`config.mk`:
```
export PLATFORM = sky130hd
export DESIGN_NAME = wash_phase_timer
export DESIGN_NICKNAME = d
export VERILOG_FILES = /design/src/rtl/wash_phase_timer.sv
export SDC_FILE = /design/constraint.sdc
export NUM_CORES = 1
export LEC_CHECK = 0
export CAP_MARGIN = 20
export CORE_ASPECT_RATIO = 0.9
export CORE_MARGIN = 2
export CORE_UTILIZATION = 52
export CTS_CLUSTER_SIZE = 30
export DETAILED_ROUTE_END_ITERATION = 8
export PLACE_DENSITY = 0.78
export SETUP_SLACK_MARGIN = 0.2
export SLEW_MARGIN = 15
export SYNTH_ARGS = -nofsm -noshare
export SYNTH_HDL_FRONTEND = slang
export SYNTH_SLANG_ARGS = --single-unit
```
`constraint.sdc`:
```
create_clock -name clock -period 2.55 [get_ports clock]
set_input_delay 0.51 -clock clock [delete_from_list [all_inputs] [get_ports clock]]
set_output_delay 0.51 -clock clock [all_outputs]
set_load 0.02 [all_outputs]
```
`src/rtl/wash_phase_timer.sv`:
```
// -----------------------------------------------------------------------------
// wash_phase_timer
//
// Times one wash/rinse ("cycle") phase or one spin phase for the washer
// controller. A free-running prescaler divides the clock into ticks of
// PRESCALE clocks. A down-counter loaded with the requested duration counts
// those ticks. The matching timeout output is raised when the counter expires
// and held until the request drops.
//
// Parameters
//   PRESCALE    clocks per tick, legal range 2..65535
//   CNT_W       width of the duration inputs and of the remaining output
//
// Ports
//   clock          in   rising-edge system clock
//   reset          in   asynchronous active-low reset; release is synchronised
//   cycle_req      in   level request to time a cycle phase
//   spin_req       in   level request to time a spin phase
//   door_lock      in   low freezes prescaler and counter while running
//   abort          in   synchronous abort back to idle, overrides all inputs
//   cycle_time     in   cycle duration in ticks, sampled on phase entry
//   spin_time      in   spin duration in ticks, sampled on phase entry
//   cycle_timeout  out  registered, high while the cycle phase has expired
//   spin_timeout   out  registered, high while the spin phase has expired
//   busy           out  registered, high while a phase is running
//   remaining      out  registered copy of the down-counter
// -----------------------------------------------------------------------------
module wash_phase_timer #(
  parameter int unsigned PRESCALE = 1000,
  parameter int unsigned CNT_W    = 8
) (
  input  logic             clock,
  input  logic             reset,
  input  logic             cycle_req,
  input  logic             spin_req,
  input  logic             door_lock,
  input  logic             abort,
  input  logic [CNT_W-1:0] cycle_time,
  input  logic [CNT_W-1:0] spin_time,
  output logic             cycle_timeout,
  output logic             spin_timeout,
  output logic             busy,
  output logic [CNT_W-1:0] remaining
);

  localparam int unsigned PS_W = $clog2(PRESCALE);
  localparam logic [PS_W-1:0] PS_LAST = PS_W'(PRESCALE - 1);

  typedef enum logic [2:0] {
    StIdle,
    StCycRun,
    StCycDone,
    StSpinRun,
    StSpinDone
  } state_e;

  state_e           state_q, state_d;
  logic [CNT_W-1:0] cnt_q, cnt_d;
  logic [PS_W-1:0]  presc_q, presc_d;

  logic             cycle_timeout_q, cycle_timeout_d;
  logic             spin_timeout_q, spin_timeout_d;
  logic             busy_q, busy_d;
  logic [CNT_W-1:0] remaining_q, remaining_d;

  // ---------------------------------------------------------------------------
  // Reset release synchroniser. Assertion is immediate; release ripples
  // through two flops so no state update can happen before the second rising
  // edge after deassertion, whatever the phase of the external reset.
  // ---------------------------------------------------------------------------
  logic [1:0] rst_sync_q;
  logic       run_en;

  always_ff @(posedge clock or negedge reset) begin
    if (!reset) begin
      rst_sync_q <= 2'b00;
    end else begin
      rst_sync_q <= {rst_sync_q[0], 1'b1};
    end
  end

  assign run_en = rst_sync_q[1];

  // ---------------------------------------------------------------------------
  // State register, datapath registers and output registers
  // ---------------------------------------------------------------------------
  always_ff @(posedge clock or negedge reset) begin
    if (!reset) begin
      state_q         <= StIdle;
      cnt_q           <= '0;
      presc_q         <= '0;
      cycle_timeout_q <= 1'b0;
      spin_timeout_q  <= 1'b0;
      busy_q          <= 1'b0;
      remaining_q     <= '0;
    end else if (run_en) begin
      state_q         <= state_d;
      cnt_q           <= cnt_d;
      presc_q         <= presc_d;
      cycle_timeout_q <= cycle_timeout_d;
      spin_timeout_q  <= spin_timeout_d;
      busy_q          <= busy_d;
      remaining_q     <= remaining_d;
    end
  end

  // ---------------------------------------------------------------------------
  // Next-state and datapath logic
  // ---------------------------------------------------------------------------
  logic tick;
  assign tick = (presc_q == PS_LAST);

  always_comb begin
    state_d = state_q;
    cnt_d   = cnt_q;
    presc_d = presc_q;

    unique case (state_q)
      StIdle: begin
        presc_d = '0;
        if (cycle_req) begin
          cnt_d   = cycle_time;
          state_d = (cycle_time == '0) ? StCycDone : StCycRun;
        end else if (spin_req) begin
          cnt_d   = spin_time;
          state_d = (spin_time == '0) ? StSpinDone : StSpinRun;
        end
      end

      StCycRun, StSpinRun: begin
        // Only the request that started the phase matters here.
        if ((state_q == StCycRun) ? !cycle_req : !spin_req) begin
          state_d = StIdle;
          cnt_d   = '0;
          presc_d = '0;
        end else if (door_lock) begin
          if (tick) begin
            presc_d = '0;
            // The <= guard keeps the counter from wrapping even if a
            // zero ever reached a run state.
            if (cnt_q <= CNT_W'(1)) begin
              cnt_d   = '0;
              state_d = (state_q == StCycRun) ? StCycDone : StSpinDone;
            end else begin
              cnt_d = cnt_q - CNT_W'(1);
            end
          end else begin
            presc_d = presc_q + PS_W'(1);
          end
        end
      end

      StCycDone: begin
        cnt_d   = '0;
        presc_d = '0;
        if (!cycle_req) begin
          state_d = StIdle;
        end
      end

      StSpinDone: begin
        cnt_d   = '0;
        presc_d = '0;
        if (!spin_req) begin
          state_d = StIdle;
        end
      end

      default: begin
        state_d = StIdle;
        cnt_d   = '0;
        presc_d = '0;
      end
    endcase

    if (abort) begin
      state_d = StIdle;
      cnt_d   = '0;
      presc_d = '0;
    end
  end

  // ---------------------------------------------------------------------------
  // Output logic: decoded from the next state so the registered outputs line
  // up with the state they describe.
  // ---------------------------------------------------------------------------
  always_comb begin
    cycle_timeout_d = (state_d == StCycDone);
    spin_timeout_d  = (state_d == StSpinDone);
    busy_d          = (state_d == StCycRun) || (state_d == StSpinRun);
    remaining_d     = cnt_d;
  end

  assign cycle_timeout = cycle_timeout_q;
  assign spin_timeout  = spin_timeout_q;
  assign busy          = busy_q;
  assign remaining     = remaining_q;

endmodule

```
==> metrics.md, run 1 <==
| Metric | Value |
|---|---|
| CTS-repair resized insts | 0 |
| ANT nets after route | 0 |
| Setup violators final | 0 |
| Worst Hold End | rst_sync_q[1] |
| Storage element area | 652 sq um |
| Achievable frequency | 447 MHz |
| Reg2reg path depth | 6 |
| # DRC | 0 |
| Placed cells | 268 |
| RSZ-0062 raised after global routing | false |
| Leak | 0.872 nW |
| Die Width | 64.3 um |
| Total clock sinks | 26 |
| All-Layer GR Usage | 27.2% |
| Worst-margin pin slew | 0.504 ns |
| Cell area after synthesis | 1700 sq um |
| Worst vdd ir | 349 uV |
| N_diodes | 0 |
| Worst R2R End | state_q[1] |
| Die H | 58.3 um |
| Maximum capacitance violations | 0 |
| Clock root buffer | clkbuf_4 |
| Initial antenna violation count | 0 |
| Compound-gate portion of the synthesized area | 25.2% |
| Fin. max-slew vios | 0 |
| RePlAce Congestion | 0.968 |
| CTS Hold Bufs | 0 |
| Worst min path class | reg2reg |
| Die Area | 3740 sq um |
| R2R Path Start | presc_q[0] |
| Slew headroom | 65.9% |
| Filler cells | 244 |
| Total gr overflow | 0 |
| Power per cell area | 508 nW/um^2 |
| Syn Area/Cell | 8.72 sq um |
| Final Cycle Share | 87.7% |
| Clock latency on the worst-skew pair | 0.32 ns |
| Top FF cell, synth | dfrtp_1 |
| CTS clk-pin slew, worst paths | 0.13 ns |
| Status | finished, final reports clean |
| DP HPWL | 3.46 mm |
| Io pins | 33 |
| Clock Tree Buf Depth | 2 |
| Area Growth Syn to Fin | 25.5% |
| Drt wl/cell | 16.9 um |
| CP Cell Sequence | clkdlybuf4s50_1, or4_1, o21ai_0, o32ai_1, a211oi_2, o21ai_0 |
| Initial drt markers | 197 |
| Via count of the routed design | 1731 |
| Cells after synthesis | 195 |
| Top delay family on crit path | compound AO/OA/AOI/OAI gates |
| Yosys cell types | 44 |
| Sequential-to-total area share from yosys stat | 38.3% |
| Postcts setup bufs | 0 |
| Overall power | 0.00108 W |
| Core Footprint | 3090 sq um |
| CP Buf/Inv Count | 1 |
| Global-route wire length before repair | 8.00 mm |
| Final Hold Violating Endpoints | 0 |
| Main combinational cell family by area after synthesis | compound AO/OA/AOI/OAI gates |
| Final WS setup | 0.314 ns |
| Synth async-reset ratio | 100% |
| Final std cells w/o fill | 272 |
| CP peak stage delay | 0.59 ns |
| Worst setup path category | in2reg |
| Multi-input logic area | 982 sq um |
| Final min period | 2.24 ns |
| Simple-gate area share of the yosys netlist | 22.4% |
| Port buffer count | 32 |
| Num CTS Buffers | 3 |
| Maximum number of pins on one net before global-route repair | 27 |
| Number of global-route vias before repair | 1685 |
| Crit end category | register |
| Via density | 6.36 |
| Syn nets | 220 |
| Slowest CP cell | or4_1 |
| First drt pass iteration count | 5 |
| Post-synthesis mux area share | 7.21% |
| H-tree depth | 1 |
| Starting Density | 55.0% |
| Synth Area in XOR/XNOR | 0% |
| Post-Route WL | 4.60 mm |
| Synthesized-area fraction occupied by adder cells | 2.21% |
| CTS tree | yes |
| WP data arrival | 2.43 ns |
| Cells on Worst Hold Path | 0 |
| Share of layout cells above drive strength 1 | 9.57% |
| Startpoint types | input pin |
| EDFF count, synth | 0 |
| FF+latch count, synth | 26 |
| Yosys warning count | 0 |
| Most frequent CP cell | o21ai_0 |
| Worst Clk Skew | 0.0127 ns |
| Num rows | 19 |
| Hold Path Origin | rst_sync_q[0] |
| Reg-to-reg slack, setup | 0.35 ns |
| Required time worst endpoint | 2.74 ns |
| Critical Path Fanout Max | 2 |
| Place WS | -0.0988 ns |
| Fin nets | 256 |
## worst max path at each step
stage / slack (ns) / end / startpoint / cells after the start
2_1_floorplan: 0.49 / remaining[5] / remaining[0] / 7
3_3_place_gp: 0.09 / state_q[1] / door_lock / 6
3_5_place_dp: -0.1 / state_q[1] / spin_time[4] / 6
4_1_cts: 0.26 / state_q[1] / spin_time[4] / 6
5_1_grt: 0.26 / remaining[5] / spin_req / 6
6_report: 0.31 / state_q[1] / spin_time[4] / 6
## stage by stage
stage                     utilization (%)  area [sq um]  hold WS (ns)  TNS, ns
final                                69.0          2130         0.366        0
after global routing                 69.0          2130         0.376        0
after CTS                            68.7          2120         0.370        0
after detailed placement             67.5          2090         0.340   -0.131
after global placement               67.5          2090         0.338        0
after floorplan                         -          1700         0.214        0
## layout make-up
class                   instances  share of cell area (%)
flip-flops and latches         26                    30.6
repair buffers                 38                    17.1
clock buffers                   4                    1.70
well taps                      42                    2.46
inverters                      12                    2.11
multi-input cells             150                    46.0
## synth_stat cells, types with 4 or more instances
master / n / area share (%)
dfrtp_1: 26 / 38
o21ai_0: 20 / 5.9
nor2_1: 17 / 3.8
inv_1: 12 / 2.6
nand2_1: 11 / 2.4
mux2i_1: 10 / 5.9
nor3_1: 10 / 2.9
nand3_1: 9 / 2.6
o31ai_1: 7 / 3.1
o22ai_1: 6 / 2.2
a21oi_1: 4 / 1.2
a22o_1: 4 / 2.1
buf_2: 4 / 1.2
nor4_1: 4 / 1.5
o32ai_1: 4 / 2.1
o41ai_1: 4 / 2.1
or2_2: 4 / 1.5
## routing by layer
layer | vias up | GRT usage, % | share of wire (%)
met2 | 83 | 45.2 | 48
met3 | 6 | 5.05 | 6.1
li1 | 812 | - | -
met4 | 0 | 8.51 | 0.74
met1 | 830 | 36.5 | 45
met5 | - | 0 | 0
## state kept, by name, indices dropped and copies added (netlist names)
register,count
cycle_timeout,1
state_q,3
remaining,8
busy,1
rst_sync_q,2
presc_q,10
spin_timeout,1
## logic make-up after synthesis
logic type / after synthesis
AO/OA/AOI/OAI: 62
adder cells (fa/ha/maj): 3
flip-flops: 26
multiplexers: 12
other: 1
AND/OR/NAND/NOR: 72
buffers and inverters: 19
## power by group
part / switching [W] / internal [W]
logic: 0.000219 / 0.000173
registers: 0.0000437 / 0.000443
clock network: 0.000118 / 0.0000874
## placed cells by master (no fill, tap or decap), types with 3 or more instances in the layout
cell	n
clkbuf_4	3
inv_1	12
nand2_1	11
buf_4	6
o21ai_0	20
nor4_1	4
mux2i_1	10
nand3_1	9
o22ai_1	6
a21oi_1	3
ha_1	3
nor2_1	17
nor3_1	10
dfrtp_1	25
a311oi_1	3
a22o_1	4
o31ai_1	7
clkdlybuf4s50_1	32
or2_2	4
o41ai_1	4
o32ai_1	4
No activity file was read; power rests on OpenSTA's default activity.
==> inputs of run 2 (changes only) <==
Settings changed: GPL_TIMING_DRIVEN set to 0.
==> metrics.md, run 2 (synthesis gave the netlist of run 1 again) <==
| Metric | Value |
|---|---|
| Final min period | 2.23 ns (was 2.24 ns) |
| # DRC | 0 (unchanged) |
| CP Cell Sequence | inv_1, ha_1, or2_2, and3_1, or2_2, o32ai_1, a22o_1 (was clkdlybuf4s50_1, or4_1, o21ai_0, o32ai_1, a211oi_2, o21ai_0) |
| Final Cycle Share | 87.3% (was 87.7%) |
| Setup violators final | 0 (unchanged) |
| Starting Density | 55.0% (unchanged) |
| Number of global-route vias before repair | 1692 (was 1685) |
| Status | finished, final reports clean (unchanged) |
| Via count of the routed design | 1706 (was 1731) |
| Port buffer count | 31 (was 32) |
| All-Layer GR Usage | 25.7% (was 27.2%) |
| R2R Path Start | remaining[0] (was presc_q[0]) |
| GR Util met1 | 33.1% (was 36.5%) |
| Share of layout cells above drive strength 1 | 8.73% (was 9.57%) |
| Placed cells | 268 (unchanged) |
| Achievable frequency | 449 MHz (was 447 MHz) |
| ANT nets after route | 0 (unchanged) |
| N_diodes | 0 (unchanged) |
| Drt wl/cell | 16.3 um (was 16.9 um) |
| Setup tns final | 0 ns (unchanged) |
| Total gr overflow | 0 (unchanged) |
| Final std cells w/o fill | 271 (was 272) |
| Postcts setup bufs | 0 (unchanged) |
| CTS Hold Bufs | 0 (unchanged) |
| Die Width | 64.3 um (unchanged) |
| Maximum capacitance violations | 0 (unchanged) |
| Leak | 0.855 nW (was 0.872 nW) |
| GR peak layer | met2 (unchanged) |
| RePlAce Congestion | 0.948 (was 0.968) |
| Clock Tree Buf Depth | 2 (unchanged) |
| Worst vdd ir | 310 uV (was 349 uV) |
| CTS-repair resized insts | 0 (unchanged) |
| Fin. max-slew vios | 0 (unchanged) |
| Num rows | 19 (unchanged) |
| Slowest CP cell | dfrtp_1 (was or4_1) |
| Total clock sinks | 26 (unchanged) |
| Required time worst endpoint | 2.81 ns (was 2.74 ns) |
| WP data arrival | 2.49 ns (was 2.43 ns) |
| Area Growth Syn to Fin | 23.3% (was 25.5%) |
| CTS tree | yes (unchanged) |
| Startpoint types | register (was input pin) |
| Worst Clk Skew | 0.00397 ns (was 0.0127 ns) |
| GRT met2 Usage | 45.4% (was 45.2%) |
| DP HPWL | 3.42 mm (was 3.46 mm) |
| Most common cell after layout, fill and taps aside | clkdlybuf4s50_1 (unchanged) |
| Post-Place Cell Area | 2060 sq um (was 2090 sq um) |
| Num CTS Buffers | 3 (unchanged) |
| Grt met3 use | 4.47% (was 5.05%) |
| Core Footprint | 3090 sq um (unchanged) |
| Worst min path class | in2async (was reg2reg) |
| Post-Route WL | 4.43 mm (was 4.60 mm) |
| Final Hold Violating Endpoints | 0 (unchanged) |
| Global-route wire length before repair | 7.70 mm (was 8.00 mm) |
| Reg-to-reg slack, setup | 0.32 ns (was 0.35 ns) |
| Fin nets | 256 (unchanged) |
| Maximum number of pins on one net before global-route repair | 27 (unchanged) |
| CP endpoint | remaining[5] (was state_q[1]) |
| Critical Path Fanout Max | 6 (was 2) |
| Crit end category | register (unchanged) |
| Slew headroom | 62.4% (was 65.9%) |
| Most frequent CP cell | or2_2 (was o21ai_0) |
| CP peak stage delay | 0.47 ns (was 0.59 ns) |
| Critical path origin | remaining[0] (was spin_time[4]) |
| Die Area | 3740 sq um (unchanged) |
| Worst setup path category | reg2reg (was in2reg) |
| Reg2reg path depth | 7 (was 6) |
| Worst R2R End | remaining[5] (was state_q[1]) |
| CTS clk-pin slew, worst paths | 0.13 ns (about the same) |
| Clock latency on the worst-skew pair | 0.31 ns (was 0.32 ns) |
| First drt pass iteration count | 4 (was 5) |
| Worst-margin pin slew | 0.562 ns (was 0.504 ns) |
| Initial drt markers | 110 (was 197) |
| Via density | 6.30 (was 6.36) |
| Clock root buffer | clkbuf_4 (unchanged) |
| Die H | 58.3 um (unchanged) |
| Commonest cells after routing, fill and taps aside | clkdlybuf4s50_1 (30), dfrtp_1 (26), o21ai_0 (20) (was clkdlybuf4s50_1 (32), dfrtp_1 (25), o21ai_0 (20)) |
| Max reg flops | 10 (unchanged) |
| Biggest register | presc_q (unchanged) |
| Initial antenna violation count | 0 (unchanged) |
| Io pins | 33 (unchanged) |
| RSZ-0062 raised after global routing | false (unchanged) |
| Power per cell area | 499 nW/um^2 (was 508 nW/um^2) |
| Fin area | 2100 sq um (was 2130 sq um) |
| H-tree depth | 1 (unchanged) |
-- run 2: cell count changes in the layout (fill, tap and decap cells not counted), sizes merged --
cell	delta
clkbuf	+2
clkdlybuf4s50	-2
buf	-1
-- run 2: layout make-up --
cell class | count | area (sq um)
plain buffers | 7 | 31.3
clock buffers | 3 | 22.5
fillers | 273 | 993
inverters | 12 | 45.0
multi-input cells | 150 | 990
flip-flops and latches | 26 | 651
well taps | 42 | 52.6
repair buffers | 31 | 305
-- run 2: critical path: cells and delay by family (launching register included) --
family	cells	cell delay, ns
adders and majority gates	1	0.26
buffers and inverters	1	0.09
and+or+nand+nor	3	0.84
DFF	1	0.47
AOI/OAI and AO/OA	2	0.52
-- run 2: metal layers --
layer,vias to the layer above,share of wire [%]
li1,815,-
met5,-,0
met1,827,46
met3,4,4.3
met2,60,49
met4,0,0.86
-- run 2: how the worst min path moves through the flow --
stage	slack (ns)	to	from
detailed placement	0.34	rst_sync_q[1]	rst_sync_q[0]
global route	0.21	remaining[2]	reset
global placement	0.35	rst_sync_q[1]	rst_sync_q[0]
floorplan	0.21	busy	reset
CTS	0.18	remaining[2]	reset
finish	0.17	remaining[2]	reset
-- run 2: stage by stage --
stage	hold slack (ns)	utilization (%)	total power [W]	setup slack (ns)
after floorplan	0.214	-	0.000718	0.491
after global placement	0.346	66.8	0.000862	0.0546
after detailed placement	0.338	66.6	0.000875	0.0281
after CTS	0.179	67.3	0.00104	0.339
after global routing	0.210	67.9	0.00111	0.202
final	0.167	67.9	0.00105	0.324
-- run 2: where the power goes --
group          switching [W]  total, W  internal (W)
clock               0.000112  0.000167     0.0000553
combinational       0.000228  0.000397      0.000169
sequential         0.0000389  0.000481      0.000442
==> inputs of run 3 (changes only) <==
Settings changed: CTS_CLUSTER_SIZE 30 to not set.
==> results of run 3 <==
The final DEF is identical to that of run 2; final timing and power are the same.
